==> config.mk <==
export PLATFORM = sky130hd
export DESIGN_NAME = mem_port_arbiter_flat
export DESIGN_NICKNAME = d
export VERILOG_FILES = /design/src/rtl/mem_port_arbiter_pkg.sv /design/src/rtl/mem_port_arbiter_if.sv /design/src/rtl/mem_port_arbiter_rr_pick2.sv /design/src/rtl/mem_port_arbiter.sv /design/src/flat_wrapper.sv
export SDC_FILE = /design/constraint.sdc
export NUM_CORES = 1
export LEC_CHECK = 0
export BUFFER_PORTS_ARGS = -buffer_cell sky130_fd_sc_hd__buf_2
export CAP_MARGIN = 20
export CORE_MARGIN = 1.5
export CORE_UTILIZATION = 37
export DETAILED_ROUTE_END_ITERATION = 8
export GPL_TIMING_DRIVEN = 0
export PLACE_DENSITY = 0.8
export SYNTH_ARGS = -nofsm -noshare
export SYNTH_HDL_FRONTEND = slang
export SYNTH_SLANG_ARGS = --single-unit
==> constraint.sdc <==
create_clock -name clk -period 2.8 [get_ports clk]
set_clock_uncertainty 0.1 [all_clocks]
set_input_delay 0.42 -clock clk [delete_from_list [all_inputs] [get_ports clk]]
set_output_delay 0.42 -clock clk [all_outputs]
set_load 0.1 [all_outputs]
==> src/rtl/mem_port_arbiter_pkg.sv <==
// Shared definitions for the unified-memory data-port arbiter family:
// owner-state encoding, default bus widths and a small state helper.
package mem_arb_pkg;

    // Default byte-address and data widths of the memory data port.
    localparam int AW_DEF = 16;
    localparam int DW_DEF = 16;

    // Who currently owns the memory data port.
    typedef enum logic [1:0] {
        IDLE = 2'd0,
        OWN0 = 2'd1,
        OWN1 = 2'd2
    } owner_t;

    // Map a picker winner index onto the matching ownership state.
    function automatic owner_t owner_of(input logic winner);
        return winner ? OWN1 : OWN0;
    endfunction

endpackage

==> src/rtl/mem_port_arbiter_if.sv <==
// Bundle of the two requester handshakes (CPU = r0, loader/DMA = r1) and
// the memory data-port signals. The arbiter takes the slave view; the
// requesters and the memory model sit on the master view.
interface mem_port_arbiter_if #(
    parameter int AW = mem_arb_pkg::AW_DEF,
    parameter int DW = mem_arb_pkg::DW_DEF
);
    // Requester 0: CPU load/store path.
    logic          r0_req;
    logic          r0_lock;
    logic          r0_we;
    logic [AW-1:0] r0_addr;
    logic [DW-1:0] r0_wdata;
    logic          r0_gnt;
    logic          r0_rvalid;
    logic [DW-1:0] r0_rdata;

    // Requester 1: external loader / DMA master.
    logic          r1_req;
    logic          r1_lock;
    logic          r1_we;
    logic [AW-1:0] r1_addr;
    logic [DW-1:0] r1_wdata;
    logic          r1_gnt;
    logic          r1_rvalid;
    logic [DW-1:0] r1_rdata;

    // Memory data port; read data arrives the cycle after the address.
    logic [AW-1:0] mem_addr;
    logic [DW-1:0] mem_wdata;
    logic          mem_save;
    logic [DW-1:0] mem_rdata;

    modport slave (
        input  r0_req, r0_lock, r0_we, r0_addr, r0_wdata,
        output r0_gnt, r0_rvalid, r0_rdata,
        input  r1_req, r1_lock, r1_we, r1_addr, r1_wdata,
        output r1_gnt, r1_rvalid, r1_rdata,
        output mem_addr, mem_wdata, mem_save,
        input  mem_rdata
    );

    modport master (
        output r0_req, r0_lock, r0_we, r0_addr, r0_wdata,
        input  r0_gnt, r0_rvalid, r0_rdata,
        output r1_req, r1_lock, r1_we, r1_addr, r1_wdata,
        input  r1_gnt, r1_rvalid, r1_rdata,
        input  mem_addr, mem_wdata, mem_save,
        output mem_rdata
    );

endinterface

==> src/rtl/mem_port_arbiter_rr_pick2.sv <==
// Combinational two-way round-robin picker: the requester that did not
// win last time has priority; otherwise the other one; valid when anyone
// asks at all.
module rr_pick2 (
    input  logic [1:0] req,
    input  logic       last,
    output logic       valid,
    output logic       winner
);

    logic pref;

    // Prefer the requester that was not served last.
    always_comb begin
        // NOTE: every output gets a default before any branch, so no latch can be inferred.
        valid  = |req;
        pref   = ~last;
        winner = 1'b0;
        if (req[pref]) begin
            winner = pref;
        end else if (req[last]) begin
            winner = last;
        end
    end

endmodule

==> src/rtl/mem_port_arbiter.sv <==
// Shares the unified memory data port between the CPU (r0) and the
// loader/DMA master (r1). Ownership is registered and re-decided every
// edge; an owner may lock the port for a bounded burst. Read data returns
// one cycle after a granted read, steered to the requester that issued it.
module mem_port_arbiter
    import mem_arb_pkg::*;
#(
    parameter int AW        = AW_DEF,
    parameter int DW        = DW_DEF,
    parameter int BURST_MAX = 8,
    parameter int CNT_W     = 16
) (
    input  logic              clk,
    input  logic              rst,
    mem_port_arbiter_if.slave bus,
    output logic [CNT_W-1:0]  stall_count
);

    // Burst counter only needs to reach BURST_MAX-1.
    localparam int                HOLD_W    = (BURST_MAX > 1) ? $clog2(BURST_MAX) : 1;
    localparam logic [HOLD_W-1:0] HOLD_LAST = HOLD_W'(BURST_MAX - 1);

    owner_t            owner;
    owner_t            owner_nxt;
    logic              last;
    logic              last_nxt;
    logic [HOLD_W-1:0] hold;
    logic [HOLD_W-1:0] hold_nxt;
    logic              rv0;
    logic              rv1;

    logic              gnt0;
    logic              gnt1;
    logic              keep;
    logic              pick_valid;
    logic              pick_winner;
    logic              stalled;

    rr_pick2 u_pick (
        .req    ({bus.r1_req, bus.r0_req}),
        .last   (last),
        .valid  (pick_valid),
        .winner (pick_winner)
    );

    // Grants follow registered ownership; mem_rdata never feeds them.
    always_comb begin
        gnt0 = (owner == OWN0) & bus.r0_req;
        gnt1 = (owner == OWN1) & bus.r1_req;
    end

    // Memory port mux: the owner drives address/data; IDLE drives zeros.
    always_comb begin
        bus.mem_addr  = '0;
        bus.mem_wdata = '0;
        bus.mem_save  = 1'b0;
        case (owner)
            OWN0: begin
                bus.mem_addr  = bus.r0_addr;
                bus.mem_wdata = bus.r0_wdata;
                bus.mem_save  = gnt0 & bus.r0_we;
            end
            OWN1: begin
                bus.mem_addr  = bus.r1_addr;
                bus.mem_wdata = bus.r1_wdata;
                bus.mem_save  = gnt1 & bus.r1_we;
            end
            default: begin
                bus.mem_addr  = '0;
                bus.mem_wdata = '0;
                bus.mem_save  = 1'b0;
            end
        endcase
    end

    // Next owner: keep a locked burst until it reaches BURST_MAX grants,
    // otherwise let the round-robin picker choose (or fall back to IDLE).
    always_comb begin
        owner_nxt = owner;
        last_nxt  = last;
        hold_nxt  = '0;
        case (owner)
            OWN0:    keep = bus.r0_req & bus.r0_lock & (hold < HOLD_LAST);
            OWN1:    keep = bus.r1_req & bus.r1_lock & (hold < HOLD_LAST);
            default: keep = 1'b0;
        endcase

        if (keep) begin
            hold_nxt = hold + 1'b1;
        end else if (pick_valid) begin
            owner_nxt = owner_of(pick_winner);
            last_nxt  = pick_winner;
        end else begin
            owner_nxt = IDLE;
        end
    end

    // Ownership state register; last=1 so the CPU wins the first tie.
    always_ff @(posedge clk or negedge rst) begin
        if (!rst) begin
            // NOTE: registered state uses non-blocking assignments so every flop samples pre-edge values.
            owner <= IDLE;
            last  <= 1'b1;
            hold  <= '0;
        end else begin
            owner <= owner_nxt;
            last  <= last_nxt;
            hold  <= hold_nxt;
        end
    end

    // Remember which requester issued a read, to steer the returning data.
    always_ff @(posedge clk or negedge rst) begin
        if (!rst) begin
            rv0 <= 1'b0;
            rv1 <= 1'b0;
        end else begin
            rv0 <= gnt0 & ~bus.r0_we;
            rv1 <= gnt1 & ~bus.r1_we;
        end
    end

    // A cycle stalls when some requester is asking but not being served.
    always_comb begin
        stalled = (bus.r0_req & ~gnt0) | (bus.r1_req & ~gnt1);
    end

    // Saturating stall counter; holds at all-ones instead of wrapping.
    always_ff @(posedge clk or negedge rst) begin
        if (!rst) begin
            stall_count <= '0;
        end else if (stalled && (stall_count != '1)) begin
            stall_count <= stall_count + 1'b1;
        end
    end

    // Requester-facing outputs; read data is zero unless it is valid.
    always_comb begin
        bus.r0_gnt    = gnt0;
        bus.r1_gnt    = gnt1;
        bus.r0_rvalid = rv0;
        bus.r1_rvalid = rv1;
        bus.r0_rdata  = rv0 ? bus.mem_rdata : '0;
        bus.r1_rdata  = rv1 ? bus.mem_rdata : '0;
    end

endmodule

==> src/flat_wrapper.sv <==
// flat-port wrapper written by rule: the top's interface ports become plain ports
module mem_port_arbiter_flat import mem_arb_pkg::*;
#(
    parameter int AW        = AW_DEF,
    parameter int DW        = DW_DEF,
    parameter int BURST_MAX = 8,
    parameter int CNT_W     = 16
)
  (clk, rst, stall_count, bus_r0_req, bus_r0_lock, bus_r0_we, bus_r0_addr, bus_r0_wdata, bus_r0_gnt, bus_r0_rvalid, bus_r0_rdata, bus_r1_req, bus_r1_lock, bus_r1_we, bus_r1_addr, bus_r1_wdata, bus_r1_gnt, bus_r1_rvalid, bus_r1_rdata, bus_mem_addr, bus_mem_wdata, bus_mem_save, bus_mem_rdata);
  mem_port_arbiter_if #(.AW(AW), .DW(DW)) bus_i ();
  input  logic clk;
  input  logic rst;
  output logic [CNT_W-1:0] stall_count;
  input wire logic [$bits(bus_i.r0_req)-1:0] bus_r0_req;
  input wire logic [$bits(bus_i.r0_lock)-1:0] bus_r0_lock;
  input wire logic [$bits(bus_i.r0_we)-1:0] bus_r0_we;
  input wire logic [$bits(bus_i.r0_addr)-1:0] bus_r0_addr;
  input wire logic [$bits(bus_i.r0_wdata)-1:0] bus_r0_wdata;
  output wire logic [$bits(bus_i.r0_gnt)-1:0] bus_r0_gnt;
  output wire logic [$bits(bus_i.r0_rvalid)-1:0] bus_r0_rvalid;
  output wire logic [$bits(bus_i.r0_rdata)-1:0] bus_r0_rdata;
  input wire logic [$bits(bus_i.r1_req)-1:0] bus_r1_req;
  input wire logic [$bits(bus_i.r1_lock)-1:0] bus_r1_lock;
  input wire logic [$bits(bus_i.r1_we)-1:0] bus_r1_we;
  input wire logic [$bits(bus_i.r1_addr)-1:0] bus_r1_addr;
  input wire logic [$bits(bus_i.r1_wdata)-1:0] bus_r1_wdata;
  output wire logic [$bits(bus_i.r1_gnt)-1:0] bus_r1_gnt;
  output wire logic [$bits(bus_i.r1_rvalid)-1:0] bus_r1_rvalid;
  output wire logic [$bits(bus_i.r1_rdata)-1:0] bus_r1_rdata;
  output wire logic [$bits(bus_i.mem_addr)-1:0] bus_mem_addr;
  output wire logic [$bits(bus_i.mem_wdata)-1:0] bus_mem_wdata;
  output wire logic [$bits(bus_i.mem_save)-1:0] bus_mem_save;
  input wire logic [$bits(bus_i.mem_rdata)-1:0] bus_mem_rdata;
  assign bus_i.r0_req = bus_r0_req;
  assign bus_i.r0_lock = bus_r0_lock;
  assign bus_i.r0_we = bus_r0_we;
  assign bus_i.r0_addr = bus_r0_addr;
  assign bus_i.r0_wdata = bus_r0_wdata;
  assign bus_r0_gnt = bus_i.r0_gnt;
  assign bus_r0_rvalid = bus_i.r0_rvalid;
  assign bus_r0_rdata = bus_i.r0_rdata;
  assign bus_i.r1_req = bus_r1_req;
  assign bus_i.r1_lock = bus_r1_lock;
  assign bus_i.r1_we = bus_r1_we;
  assign bus_i.r1_addr = bus_r1_addr;
  assign bus_i.r1_wdata = bus_r1_wdata;
  assign bus_r1_gnt = bus_i.r1_gnt;
  assign bus_r1_rvalid = bus_i.r1_rvalid;
  assign bus_r1_rdata = bus_i.r1_rdata;
  assign bus_mem_addr = bus_i.mem_addr;
  assign bus_mem_wdata = bus_i.mem_wdata;
  assign bus_mem_save = bus_i.mem_save;
  assign bus_i.mem_rdata = bus_mem_rdata;
  mem_port_arbiter #(.AW(AW), .DW(DW), .BURST_MAX(BURST_MAX), .CNT_W(CNT_W)) u_core (.clk(clk), .rst(rst), .bus(bus_i), .stall_count(stall_count));
endmodule
==> flow_summary.json, run 1 <==
{
  "critPathMaxStageDelay_ps": 430,
  "antenna_found_initial": 0,
  "ioPinCount": 173,
  "antenna_cells": 0,
  "power_frac_comb_pct": 73.6,
  "post_cts_buffers": 0,
  "yosys.area.top_type": "dfrtp_1",
  "synth_cells": 226,
  "synth.avg_cell_area_um2": 8.18,
  "clockBufferDepth": 2,
  "path_max_fanout": 10,
  "synth_area_leaders": "dfrtp_1 (31%), a22oi_1 (13%), and2_1 (12%)",
  "internal_power_mw": 1.05,
  "cp-end-kind": "output port",
  "fp.dieH_um": 73.7,
  "worst-path-buf-inv": 4,
  "switching_share_pct": 67.4,
  "worstPathRequired_ps": 2280,
  "path_clk_slew_ps": 90,
  "clkPwrFrac_pct": 9.7,
  "grt_max_degree": 25,
  "die_w_um": 73.7,
  "synth-main-ff-cell": "dfrtp_1",
  "core_area_um2": 4750,
  "cts_buffers": 3,
  "cap_violations": 0,
  "syn_nets": 318,
  "fin_cells": 469,
  "post-route-period-util_pct": 95.9,
  "placed_area_um2": 2840,
  "crit_chain": "inv_1 -> ha_1 -> buf_2 -> clkbuf_1 -> a22oi_1 -> nor2_2 -> buf_2",
  "dp_hpwl_um": 5030,
  "grt.met3_usage_pct": 3.43,
  "rows": 25,
  "drive_gt1_share_pct": 50.5,
  "yosysWarnings": 0,
  "grt_pass1_wl_um": 9450,
  "setup_violations": 0,
  "arrival_ps": 2170,
  "ff_latch_area_um2": 602,
  "hp-class": "input port to asynchronous set/reset pin",
  "initial_core_util_pct": 38.9,
  "gr-usage-met1_pct": 25.6,
  "wirelength_um": 6260,
  "slew_violations": 0,
  "num_vias": 2325,
  "max_freq_mhz": 372,
  "globalplace.congestion": 0.849,
  "htreeDepth": 1,
  "wire_per_inst_um": 13.3,
  "netlist_area_um2": 1850,
  "multi_input_area_um2": 1200,
  "grt_use_met2_pct": 40.8,
  "cts_tree": "done",
  "clk-insertion-delay-late_ps": 270,
  "finalSetupTns_ps": 0,
  "final_core_utilization_pct": 61.8,
  "path_class": "register to output port",
  "postRouteAntennaNets": 0,
  "nNetsFinal": 495,
  "yosys-top-cells-count": "nor2_1 (41), and2_1 (34), a22oi_1 (33)",
  "setup.worst_path.start_class": "register",
  "async_reset_ff_share_pct": 100,
  "vdd_drop_max_uv": 788,
  "pwr-share-seq_pct": 16.7,
  "nFillCells": 448,
  "relSlewSlack_pct": 63.5,
  "place_ws_ps": 356,
  "drtIter0Drc": 114,
  "io_buffers": 172,
  "crit_top_cell": "buf_2",
  "synth_seq_cells": 24,
  "setup_slack_ps": 115,
  "grt_pass1_vias": 2123,
  "worst_hold_slack_ps": 17.7,
  "cts_sinks": 24,
  "synth.most_common_cell": "nor2_1",
  "finalInstanceArea_um2": 2940,
  "overflow": 0,
  "outcome": "completed",
  "synth-edff-count": 0,
  "ys_types": 36,
  "switching_power_mw": 2.17,
  "tightest_slew_ps": 547,
  "post-place-cells": 465,
  "via_per_inst": 4.96,
  "drt-pass1-iter-count": 4,
  "grt_busiest_layer": "met2",
  "cts-root-buf": "clkbuf_8",
  "power.density_nw_per_um2": 1100,
  "total_power_mw": 3.22,
  "rsz0062_at_grt": "no",
  "die_area_um2": 5430,
  "seq_area_frac_synth_pct": 32.5,
  "drc_errors": 0,
  "hold_viol_final": 0,
  "fin_crit_ps": 2690,
  "cpMaxStageDelayCell": "buf_2",
  "synth_top_cell_area_share_pct": 31.1,
  "synthToLayoutAreaGrowth_pct": 58.9,
  "crit_family": "buffers and inverters",
  "grt_usage_pct": 22.1,
  "p_leak_nw": 1.59
}
[sequential cells by signal, indices dropped and copies added, names as in the netlist]
| signal | cells |
|---|---|
| u_core.bus.r0_rvalid | 1 |
| u_core.bus.r1_rvalid | 1 |
| u_core.hold | 3 |
| u_core.last | 1 |
| u_core.owner | 2 |
| u_core.stall_count | 16 |
[what timing repair did]
item / 4_1_cts / 5_1_grt
resized for setup: 0 / 17
hold buffers: 0 / 0
setup endpoints to repair: 0 / 31
[power by group through the flow]
stage / combinational [mW] / clock [mW] / sequential, mW
final: 2.37 / 0.313 / 0.536
after global routing: 2.47 / 0.332 / 0.552
after CTS: 2.36 / 0.317 / 0.535
after detailed placement: 2.35 / 0 / 0.541
after global placement: 2.33 / 0 / 0.535
after floorplan: 1.50 / 0 / 0.992
[cells by family (layout without fill, tap and decap cells)]
family	after synthesis	in the layout	share of synthesized area [%]
compound gates	51	51	20.3
xor+xnor	16	16	7.58
fa+ha+maj	4	4	2.71
buf+inv	21	197	4.74
flops	24	24	32.5
mux	3	3	1.76
simple gates	107	107	30.4
[routing by layer]
metal	part of all wire, %	wire [µm]	vias up
met1	41	2580	1055
met5	0	0	-
met2	50	3110	117
met4	1.9	119	0
li1	-	-	1144
met3	7.2	449	9
[final cells by class]
cell class	instances	area share (%)
Sequential cell	24	20.5
Multi-Input combinational cell	181	41.0
Timing Repair Buffer	172	30.1
Clock buffer	3	1.41
Tap cell	67	2.85
Buffer	14	2.26
Inverter	7	0.894
Clock inverter	1	1.02
[path summary, 6_finish.rpt]
check / endpoint / cells after the start / start / slack (ps)
setup / recovery: bus_mem_addr[12] / 7 / u_core.owner[0] / 110
hold / removal: u_core.stall_count[13] / 1 / rst / 20
setup reg to reg: u_core.stall_count[9] / 7 / u_core.owner[0] / 710
hold reg to reg: u_core.hold[0] / 1 / u_core.hold[0] / 390
max in group asynchronous: u_core.last / 1 / rst / 2210
min in group clk: u_core.bus.r0_rvalid / 2 / bus_r0_we / 200
[layout by cell type, fill, tap and decap left out, drive strengths merged]
master,synthesis,final
mux2,2,2
and3b,1,1
nor3,6,6
a22oi,33,33
nor2,41,41
nand3,5,5
a211oi,3,3
a2111o,2,2
dfrtp,23,23
and3,2,2
o311ai,1,1
o21ai,4,4
buf,2,165
o2111ai,1,1
clkbuf,12,24
ha,4,4
nand4,2,2
inv,7,7
and2,34,34
a21oi,5,5
nand2b,2,2
and4,1,1
or3,1,1
bufinv,0,1
a31oi,2,2
nor2b,4,4
mux2i,1,1
xnor2,4,4
nand2,6,6
xor2,12,12
nor4,2,2
dfstp,1,1
(Power assumes the default switching activity.)
==> inputs of run 2 (changes only) <==
CELL_PAD_IN_SITES_DETAIL_PLACEMENT = 1   (was default)
CELL_PAD_IN_SITES_GLOBAL_PLACEMENT = 1   (was default)
CORE_UTILIZATION = 24   (was 37)
MAX_ROUTING_LAYER = met4   (was default)
==> flow_summary.json, run 2 (same netlist as run 1, synthesis figures left out) <==
{
  "outcome": "completed",
  "max_freq_mhz": 380,
  "power_frac_comb_pct": 75.4,
  "setup_violations": 0,
  "cts-root-buf": "clkbuf_8",
  "total_power_mw": 3.17,
  "biggestRegsByFlops": "u_core.stall_count: 16 flops, u_core.hold: 3 flops, u_core.owner: 2 flops",
  "fin_crit_ps": 2630,
  "grt_max_degree": 25,
  "grt_pass1_vias": 2411,
  "num_vias": 2384,
  "clockBufferDepth": 2,
  "core_area_um2": 7370,
  "largest_reg_flops": 16,
  "synthToLayoutAreaGrowth_pct": 59.7,
  "place_ws_ps": 251,
  "vdd_drop_max_uv": 378,
  "worst_hold_slack_ps": 26.4,
  "switching_power_mw": 2.19,
  "path_max_fanout": 10,
  "cap_violations": 0,
  "pwr-share-seq_pct": 17.0,
  "htreeDepth": 1,
  "internal_power_mw": 0.982,
  "clk-insertion-delay-late_ps": 270,
  "wire_per_inst_um": 15.5,
  "setup.worst_path.start_class": "register",
  "nNetsFinal": 495,
  "grt_usage_pct": 18.6,
  "antenna_found_initial": 0,
  "drt-pass1-iter-count": 4,
  "slew_violations": 0,
  "globalplace.congestion": 0.865,
  "drtIter0Drc": 74,
  "io_buffers": 172,
  "nFillCells": 967,
  "drive_gt1_share_pct": 51.2,
  "switching_share_pct": 69.1,
  "largest_register": "u_core.stall_count",
  "p_leak_nw": 1.59,
  "die_area_um2": 8240,
  "layout_common_cells": "buf_2 (169), and2_1 (34), a22oi_1 (33)",
  "cts_tree": "done",
  "postCtsHoldBufs": 0,
  "setup_slack_ps": 169,
  "die_w_um": 90.8,
  "via_per_inst": 4.76,
  "cts_sinks": 24,
  "postRouteAntennaNets": 0,
  "rsz0062_at_grt": "no",
  "relSlewSlack_pct": 63.1,
  "overflow": 0,
  "cp-end-kind": "output port",
  "clkPwrFrac_pct": 7.5,
  "initial_core_util_pct": 25.1,
  "hp-class": "input port to asynchronous set/reset pin",
  "post-place-cells": 497,
  "path_class": "register to output port",
  "drc_errors": 0,
  "path_clk_slew_ps": 90,
  "grt_pass1_wl_um": 12200,
  "dp_hpwl_um": 6390,
  "wirelength_um": 7770,
  "ff_latch_area_um2": 602,
  "hold_viol_final": 0,
  "multi_input_area_um2": 1200,
  "rows": 31,
  "worstPathRequired_ps": 2280,
  "cts_buffers": 3,
  "post-route-period-util_pct": 94.0,
  "fp.dieH_um": 90.8,
  "antenna_cells": 0,
  "post_cts_buffers": 0,
  "fin_cells": 501,
  "arrival_ps": 2110,
  "layout_commonest_cell": "buf_2",
  "power.density_nw_per_um2": 1070,
  "tightest_slew_ps": 554,
  "ioPinCount": 173
}
-- run 2: changes by cell type in the layout (fill, tap and decap cells not counted), sizes merged --
cell	previous run	this run
buf	165	173
clkbuf	24	17
bufinv	1	0
-- run 2: cell type report --
type	count	share of cell area, %
multi-input combinational	181	40.8
timing repair buffer	172	29.5
sequential	24	20.4
tap	99	4.19
buffer	14	2.37
clock buffer	4	1.86
inverter	7	0.890
-- run 2: repair_timing --
action / in CTS / in global routing
endpoints found under the setup margin: 16 / 27
resized for setup: 6 / 9
gates cloned: 0 / 0
-- run 2: per-stage QoR --
stage               utilization (%)  setup TNS [ps]  instance area, µm²
floorplan                         -           -1490                1890
global placement               39.1               0                2880
CTS                            40.0               0                2950
finish                         40.1               0                2950
global route                   40.1               0                2950
detailed placement             39.1               0                2880
-- run 2: worst paths after layout --
path | start | endpoint | slack [ps] | cells after the start
max reg2reg | u_core.owner[0] | u_core.stall_count[9] | 680 | 7
max | u_core.owner[1] | bus_mem_wdata[1] | 170 | 7
min | rst | u_core.stall_count[15] | 30 | 1
min in group clk | bus_r1_we | u_core.bus.r1_rvalid | 200 | 2
min reg2reg | u_core.hold[0] | u_core.hold[0] | 400 | 1
max in group asynchronous | rst | u_core.last | 2200 | 1
-- run 2: layer usage --
layer / routed length (µm) / vias to the layer above / share of wire [%] / GRT usage, %
li1: - / 1142 / - / -
met1: 3050 / 1132 / 39 / 20.5
met2: 4190 / 104 / 54 / 35.7
met3: 505 / 6 / 6.5 / 3.70
met4: 27 / 0 / 0.35 / 1.82
met5: 0 / - / 0 / -
-- run 2: worst max-delay path: stages, from the launching register on --
cell and delay [ps]:
dfrtp_1 410, inv_1 60, ha_1 150, buf_6 130, clkbuf_1 390, a22oi_1 140
nor2_1 120, buf_2 440
-- run 2: power groups by stage --
stage	Combinational, mW	Sequential (mW)	Clock [mW]
final	2.39	0.541	0.239
after global routing	2.51	0.557	0.258
after CTS	2.40	0.540	0.247
after detailed placement	2.38	0.546	0
after global placement	2.35	0.538	0
after floorplan	1.50	0.992	0
